`config.mk`:
```
export PLATFORM = sky130hd
export DESIGN_NAME = exe_stage
export DESIGN_NICKNAME = d
export VERILOG_FILES = /design/src/rtl/exe_stage.sv
export SDC_FILE = /design/constraint.sdc
export NUM_CORES = 2
export LEC_CHECK = 0
export ABC_AREA = 1
export ABC_CLOCK_PERIOD_IN_PS = 12140
export CAP_MARGIN = 20
export CORE_MARGIN = 5
export CORE_UTILIZATION = 54
export CTS_BUF_LIST = sky130_fd_sc_hd__clkbuf_4 sky130_fd_sc_hd__clkbuf_8 sky130_fd_sc_hd__clkbuf_16
export CTS_CLUSTER_SIZE = 40
export DETAILED_ROUTE_END_ITERATION = 16
export GPL_ROUTABILITY_DRIVEN = 0
export PLACE_DENSITY_LB_ADDON = 0.1
export SYNTH_ARGS = -nofsm -noshare
export SYNTH_HDL_FRONTEND = slang
export SYNTH_SLANG_ARGS = --single-unit
```
`constraint.sdc`:
```
create_clock -name clk -period 12.14 [get_ports clk]
set_input_delay 1.214 -clock clk [delete_from_list [all_inputs] [get_ports clk]]
set_output_delay 1.214 -clock clk [all_outputs]
set_load 0.01 [all_outputs]
```
`src/rtl/exe_stage.sv`:
```
// RV32IM execute stage: ALU/MUL, branch/jump resolution with redirect, and a
// 32-iteration restoring divider that holds the upstream pipeline while busy.
module exe_stage #(
    parameter int addrWidth = 15
) (
    input  logic                 clk,
    input  logic                 rst,
    input  logic                 flush,
    input  logic [addrWidth-1:0] pc,
    input  logic [31:0]          inst,
    input  logic [31:0]          imm,
    input  logic [31:0]          rs1_rdata,
    input  logic [31:0]          rs2_rdata,
    input  logic                 BP_taken,
    output logic [31:0]          exe_result,
    output logic                 result_valid,
    output logic                 stall_req,
    output logic                 redirect,
    output logic [addrWidth-1:0] redirect_pc
);
    localparam logic [6:0] OPC_OP     = 7'b0110011;
    localparam logic [6:0] OPC_OPIMM  = 7'b0010011;
    localparam logic [6:0] OPC_LUI    = 7'b0110111;
    localparam logic [6:0] OPC_AUIPC  = 7'b0010111;
    localparam logic [6:0] OPC_JAL    = 7'b1101111;
    localparam logic [6:0] OPC_JALR   = 7'b1100111;
    localparam logic [6:0] OPC_BRANCH = 7'b1100011;
    localparam logic [6:0] OPC_LOAD   = 7'b0000011;
    localparam logic [6:0] OPC_STORE  = 7'b0100011;

    typedef enum logic [1:0] {IDLE, BUSY, DONE} div_state_t;
    div_state_t state_reg, state_next;

    logic [6:0] opcode;
    logic [2:0] funct3;
    logic [6:0] funct7;
    assign opcode = inst[6:0];
    assign funct3 = inst[14:12];
    assign funct7 = inst[31:25];

    logic is_op, is_jal, is_jalr, is_branch, valid, is_mul, is_div;
    assign is_op     = (opcode == OPC_OP);
    assign is_jal    = (opcode == OPC_JAL);
    assign is_jalr   = (opcode == OPC_JALR);
    assign is_branch = (opcode == OPC_BRANCH);
    assign valid = (inst != 32'd0) &&
                   (is_op || opcode == OPC_OPIMM || opcode == OPC_LUI || opcode == OPC_AUIPC ||
                    is_jal || is_jalr || is_branch || opcode == OPC_LOAD || opcode == OPC_STORE);
    assign is_mul = is_op && (funct7 == 7'b0000001) && !funct3[2];
    assign is_div = is_op && (funct7 == 7'b0000001) && funct3[2];

    // ALU; inst[30] only selects SUB/SRA for register ops and for SRAI
    logic [31:0] op_b, alu_result;
    logic [4:0]  shamt;
    logic        alt;
    assign op_b  = is_op ? rs2_rdata : imm;
    assign shamt = op_b[4:0];
    assign alt   = inst[30] && (is_op || funct3 == 3'b101);

    always_comb begin
        alu_result = 32'd0;
        case (funct3)
            3'b000: alu_result = alt ? rs1_rdata - op_b : rs1_rdata + op_b;
            3'b001: alu_result = rs1_rdata << shamt;
            3'b010: alu_result = {31'd0, $signed(rs1_rdata) < $signed(op_b)};
            3'b011: alu_result = {31'd0, rs1_rdata < op_b};
            3'b100: alu_result = rs1_rdata ^ op_b;
            3'b101: alu_result = alt ? 32'($signed(rs1_rdata) >>> shamt) : rs1_rdata >> shamt;
            3'b110: alu_result = rs1_rdata | op_b;
            default: alu_result = rs1_rdata & op_b;
        endcase
    end

    // One 33x33 signed multiply covers MULH/MULHSU/MULHU via operand extension
    logic               a_sgn, b_sgn;
    logic signed [65:0] mul_full;
    logic [31:0]        mul_result;
    assign a_sgn      = (funct3 != 3'b011);
    assign b_sgn      = !funct3[1];
    assign mul_full   = $signed({a_sgn & rs1_rdata[31], rs1_rdata}) *
                        $signed({b_sgn & rs2_rdata[31], rs2_rdata});
    assign mul_result = (funct3 == 3'b000) ? mul_full[31:0] : mul_full[63:32];

    // Branch / jump resolution
    logic                 cmp_taken, actual_taken;
    logic [31:0]          jalr_sum;
    logic [addrWidth-1:0] pc_plus4, target;
    always_comb begin
        cmp_taken = 1'b0;
        case (funct3)
            3'b000: cmp_taken = (rs1_rdata == rs2_rdata);
            3'b001: cmp_taken = (rs1_rdata != rs2_rdata);
            3'b100: cmp_taken = ($signed(rs1_rdata) < $signed(rs2_rdata));
            3'b101: cmp_taken = ($signed(rs1_rdata) >= $signed(rs2_rdata));
            3'b110: cmp_taken = (rs1_rdata < rs2_rdata);
            3'b111: cmp_taken = (rs1_rdata >= rs2_rdata);
            default: cmp_taken = 1'b0;
        endcase
    end
    assign actual_taken = is_jal || is_jalr || (is_branch && cmp_taken);
    assign jalr_sum     = rs1_rdata + imm;
    assign pc_plus4     = pc + addrWidth'(4);
    assign target       = is_jalr ? {jalr_sum[addrWidth-1:1], 1'b0} : pc + imm[addrWidth-1:0];

    logic [31:0] pc32, main_result;
    assign pc32 = {{(32 - addrWidth){1'b0}}, pc};
    always_comb begin
        main_result = 32'd0;
        case (opcode)
            OPC_OP:              main_result = is_mul ? mul_result : alu_result;
            OPC_OPIMM:           main_result = alu_result;
            OPC_LUI:             main_result = imm;
            OPC_AUIPC:           main_result = pc32 + imm;
            OPC_JAL, OPC_JALR:   main_result = {{(32 - addrWidth){1'b0}}, pc_plus4};
            OPC_LOAD, OPC_STORE: main_result = rs1_rdata + imm;
            default:             main_result = 32'd0;
        endcase
    end

    // Divider: quot_reg shifts dividend bits out while quotient bits shift in
    logic [4:0]  count_reg;
    logic [31:0] quot_reg, rem_reg, divisor_reg;
    logic        neg_q_reg, neg_r_reg;
    logic        div_signed, div_by_zero, div_ovf, div_start;
    logic [31:0] dividend_abs, divisor_abs, step_rem, step_quot;
    logic [32:0] step_shift, step_diff;
    logic        step_ge;

    assign div_signed   = !funct3[0];
    assign div_by_zero  = (rs2_rdata == 32'd0);
    assign div_ovf      = div_signed && rs1_rdata == 32'h8000_0000 && rs2_rdata == 32'hFFFF_FFFF;
    assign div_start    = valid && is_div && !flush && state_reg == IDLE;
    assign dividend_abs = (div_signed && rs1_rdata[31]) ? 32'd0 - rs1_rdata : rs1_rdata;
    assign divisor_abs  = (div_signed && rs2_rdata[31]) ? 32'd0 - rs2_rdata : rs2_rdata;
    assign step_shift   = {rem_reg, quot_reg[31]};
    assign step_diff    = step_shift - {1'b0, divisor_reg};
    assign step_ge      = !step_diff[32];
    assign step_rem     = step_ge ? step_diff[31:0] : step_shift[31:0];
    assign step_quot    = {quot_reg[30:0], step_ge};

    always_comb begin
        state_next = state_reg;
        if (flush) begin
            state_next = IDLE;
        end else begin
            case (state_reg)
                IDLE:    if (valid && is_div) state_next = (div_by_zero || div_ovf) ? DONE : BUSY;
                BUSY:    if (count_reg == 5'd31) state_next = DONE;
                DONE:    state_next = IDLE;
                default: state_next = IDLE;
            endcase
        end
    end

    always_ff @(posedge clk or posedge rst) begin
        if (rst) state_reg <= IDLE;
        else     state_reg <= state_next;
    end

    always_ff @(posedge clk or posedge rst) begin
        if (rst) begin
            count_reg   <= 5'd0;
            quot_reg    <= 32'd0;
            rem_reg     <= 32'd0;
            divisor_reg <= 32'd0;
            neg_q_reg   <= 1'b0;
            neg_r_reg   <= 1'b0;
        end else if (div_start) begin
            if (div_by_zero) begin
                quot_reg <= 32'hFFFF_FFFF;
                rem_reg  <= rs1_rdata;
            end else if (div_ovf) begin
                quot_reg <= 32'h8000_0000;
                rem_reg  <= 32'd0;
            end else begin
                quot_reg    <= dividend_abs;
                rem_reg     <= 32'd0;
                divisor_reg <= divisor_abs;
                neg_q_reg   <= div_signed && (rs1_rdata[31] ^ rs2_rdata[31]);
                neg_r_reg   <= div_signed && rs1_rdata[31];
                count_reg   <= 5'd0;
            end
        end else if (state_reg == BUSY && !flush) begin
            count_reg <= count_reg + 5'd1;
            if (count_reg == 5'd31) begin
                quot_reg <= neg_q_reg ? 32'd0 - step_quot : step_quot;
                rem_reg  <= neg_r_reg ? 32'd0 - step_rem : step_rem;
            end else begin
                quot_reg <= step_quot;
                rem_reg  <= step_rem;
            end
        end
    end

    always_comb begin
        exe_result   = 32'd0;
        result_valid = 1'b0;
        stall_req    = 1'b0;
        redirect     = 1'b0;
        redirect_pc  = valid ? (actual_taken ? target : pc_plus4) : '0;
        if (valid && !flush) begin
            if (is_div) begin
                if (state_reg == DONE) begin
                    result_valid = 1'b1;
                    exe_result   = funct3[1] ? rem_reg : quot_reg;
                end else begin
                    stall_req = 1'b1;
                end
            end else begin
                result_valid = 1'b1;
                exe_result   = main_result;
                redirect     = (actual_taken != BP_taken) || is_jalr;
            end
        end
    end

    logic unused_bits;
    assign unused_bits = ^{inst[24:15], inst[11:7], mul_full[65:64],
                           jalr_sum[31:addrWidth], jalr_sum[0]};
endmodule

```
==> results.yml <==
timing:
  relSlewSlack: 0.145
  hold_viol_final: 0
  finalSetupViolCount: 0
  slew_viol_final: 0
  final.setup.tns_ps: 0
  worstMarginPinSlew_ps: 1280
  fin_crit_ps: 12040
  timing.fmax_ghz: 0.0831
  skew_ps: 19.0
  rsz0062_at_grt: "yes"
  post-route-period-util: 0.992
drt:
  viasPerCell: 5.93
  wire_per_inst_um: 23.7
  first_pass_iters: 10
  wl_mm: 268
  postRouteAntennaNets: 0
  drc_errors: 0
  via_count: 67000
  drtIter0Drc: 8111
setup_path:
  critical_path.slowest_cell: "buf_2"
  path_delay_family: "adder cells"
  cp.arrival_ps: 10820
  worst-path-buf-inv: 7
  worst_setup_path_end_kind: "primary output"
  reg2reg_depth: 27
  crit_cells: 28
  crit_fanout: 31
  cp-start-kind: "input pin"
  critical_path.most_common_cell: "fa_1"
  max_stage_delay_ps: 910
  critPathKind: "in2out"
  worst_ep_required_time_ps: 10930
global_route:
  grt_pass1_wl_mm: 400
  grt_overflow: 0
  grt_max_degree: 78
  grt.total_usage: 0.406
  grt_pass1_vias: 66000
  antenna_found_initial: 30
clocking:
  cts_buffers: 9
  clk_pin_slew_ps: 80
  cts_buffer_depth: 2
  htreeDepth: 3
  insertion_delay_ps: 360
  cts.sinks: 105
  cts_root_buf: "clkbuf_16"
  post_cts_buffers: 0
  tritoncts: "built"
synth:
  syn_area_um2: 66100
  synth_cells: 9714
  synth_edf_count: 0
  yosys-top-cells-area: "fa_1 (34%), nand2_1 (14%), inv_1 (12%)"
  ys_ff_latch: 105
  ys_types: 77
  synth_seq_area_share: 0.0397
  syn_avg_cell_area_um2: 6.81
  yosysWarnings: 0
  synth_ff_type: "dfrtp_1"
  synthArstFlopShare: 1.00
  synth_nets: 11500
  synth_top_area_share: 0.342
  synth_top_area_cell: "fa_1"
hold_path:
  whs_path_depth: 2
  hp-class: "reg2reg"
cells_and_area:
  fillers: 12100
  final_cells: 11300
  design_area_um2: 69800
  drive_gt1_frac: 0.0419
  finish.utilization: 0.573
  nets: 11400
  area_delta_synth_final_pct: 5.51
placed_design:
  postPlaceCellArea_um2: 69400
  dp_cells: 11200
  io_buffers: 181
  dp_hpwl_mm: 215
status:
  outcome: "complete, no violations"
die:
  core_um2: 122000
  io_pins: 197
  die_area_um2: 130000
  dieWidth_um: 360
  start_util: 0.543
  fp.dieH_um: 360
  fp-row-count: 128
job:
  cap_violations: 0
## timing repair
| action | in CTS | in global routing |
|---|---|---|
| hold buffers | 0 | 0 |
| endpoints found under the setup margin | 0 | 11 |
| resized for setup | 0 | 4 |
## cell type report
class | count | area [µm²] | area share
Clock inverter | 4 | 53.8 | 0.000771
Tap cell | 1625 | 2030 | 0.0291
Timing Repair Buffer | 371 | 3070 | 0.0440
Antenna cell | 22 | 55.1 | 0.000789
Multi-Input combinational cell | 6925 | 53300 | 0.764
Sequential cell | 105 | 2630 | 0.0377
Clock buffer | 10 | 233 | 0.00334
Inverter | 2227 | 8370 | 0.120
## worst paths after layout
path                                       from         endpoint  slack (ps)
worst min register to register  divisor_reg[25]  divisor_reg[25]         490
max in group asynchronous                   rst      rem_reg[17]        9980
min in group asynchronous                   rst  divisor_reg[14]        1210
worst max-delay path              rs1_rdata[27]    exe_result[6]         100
worst max register to register     quot_reg[31]     quot_reg[30]        7000
worst min-delay path            divisor_reg[25]  divisor_reg[25]         490
## cells in the mapped netlist, types with 40 or more instances
| library cell | n |
|---|---|
| dfrtp_1 | 105 |
| clkbuf_1 | 273 |
| o21ai_1 | 49 |
| nor2_1 | 583 |
| o21ai_0 | 517 |
| fa_1 | 1130 |
| inv_1 | 2198 |
| nand4_1 | 102 |
| xor2_1 | 119 |
| nand3_1 | 381 |
| ha_1 | 463 |
| buf_1 | 118 |
| buf_2 | 49 |
| nand2_1 | 2514 |
| a21oi_1 | 457 |
| nor3_1 | 79 |
| a31oi_1 | 40 |
| o211ai_1 | 47 |
## layer usage
layer	global-route usage	share of wire	vias to the layer above
met3	0.129	0.13	1243
li1	-	-	29300
met1	0.485	0.35	32300
met4	0.284	0.093	18
met2	0.622	0.43	4120
met5	0	0.00073	-
## cell usage in the layout (no fill, tap or decap), types with 15 or more instances in the layout
cell type	Yosys	final
a21oi_1	457	455
nand3_1	381	381
mux2i_1	21	21
o21ai_0	517	516
or2_2	23	23
o21ai_1	49	48
buf_2	49	62
xor2_1	119	119
o211ai_1	47	47
o22ai_1	21	21
o21bai_1	29	29
a22oi_1	38	38
inv_2	21	22
inv_1	2198	2195
nand3b_1	20	20
nor4_1	28	28
a21o_1	20	20
fa_1	1130	1130
nor3_1	79	78
nand2_1	2514	2513
nand2_2	18	19
a31oi_1	40	40
xnor2_1	38	38
ha_1	463	463
buf_4	9	176
nand4_1	102	102
a211oi_1	18	18
diode_2	0	22
nor2_1	583	578
dfrtp_1	105	105
clkdlybuf4s50_1	0	117
nor2_2	23	26
a221oi_1	15	15
## worst register-to-register path, cell delays in order (launching register included)
cell and delay (ps):
dfrtp_1 390, inv_1 100, ha_1 160, inv_1 140, fa_1 500, nand2_1 100, nand2_1 90, nand3_1 110
nand2_2 120, nand2_2 100, nand2_2 80, nand2_4 110, nand3_4 160, nand2_8 280, ha_1 230, nand2_1 60
nor2_1 150, nand3_1 130, nor3_1 320, nand3_1 230, nor4_1 330, nand2_1 120, o21ai_0 320, nand2_1 160
a21oi_1 190, xor2_1 170, a21oi_1 80, a22oi_1 150
## cells by family (layout without fill, tap and decap cells)
group	Yosys count	after routing	synth area share
AO/OA/AOI/OAI	1337	1337	0.114
buffers and inverters	2684	2612	0.155
XOR/XNOR	157	157	0.0208
other	0	22	0
AND/OR/NAND/NOR	3817	3817	0.238
multiplexers	21	21	0.00318
flip-flops	105	105	0.0397
adder cells (fa/ha/maj)	1593	1593	0.430
## per-stage QoR
step           hold WS, ps  setup slack (ps)
3_3_place_gp           468               441
4_1_cts                493               322
3_5_place_dp           474               363
6_report               493               102
2_1_floorplan          452              1900
5_1_grt                510             -37.4
Power is not shown: default switching activity piles up to over one toggle a cycle in this logic, so the estimate is an artifact.
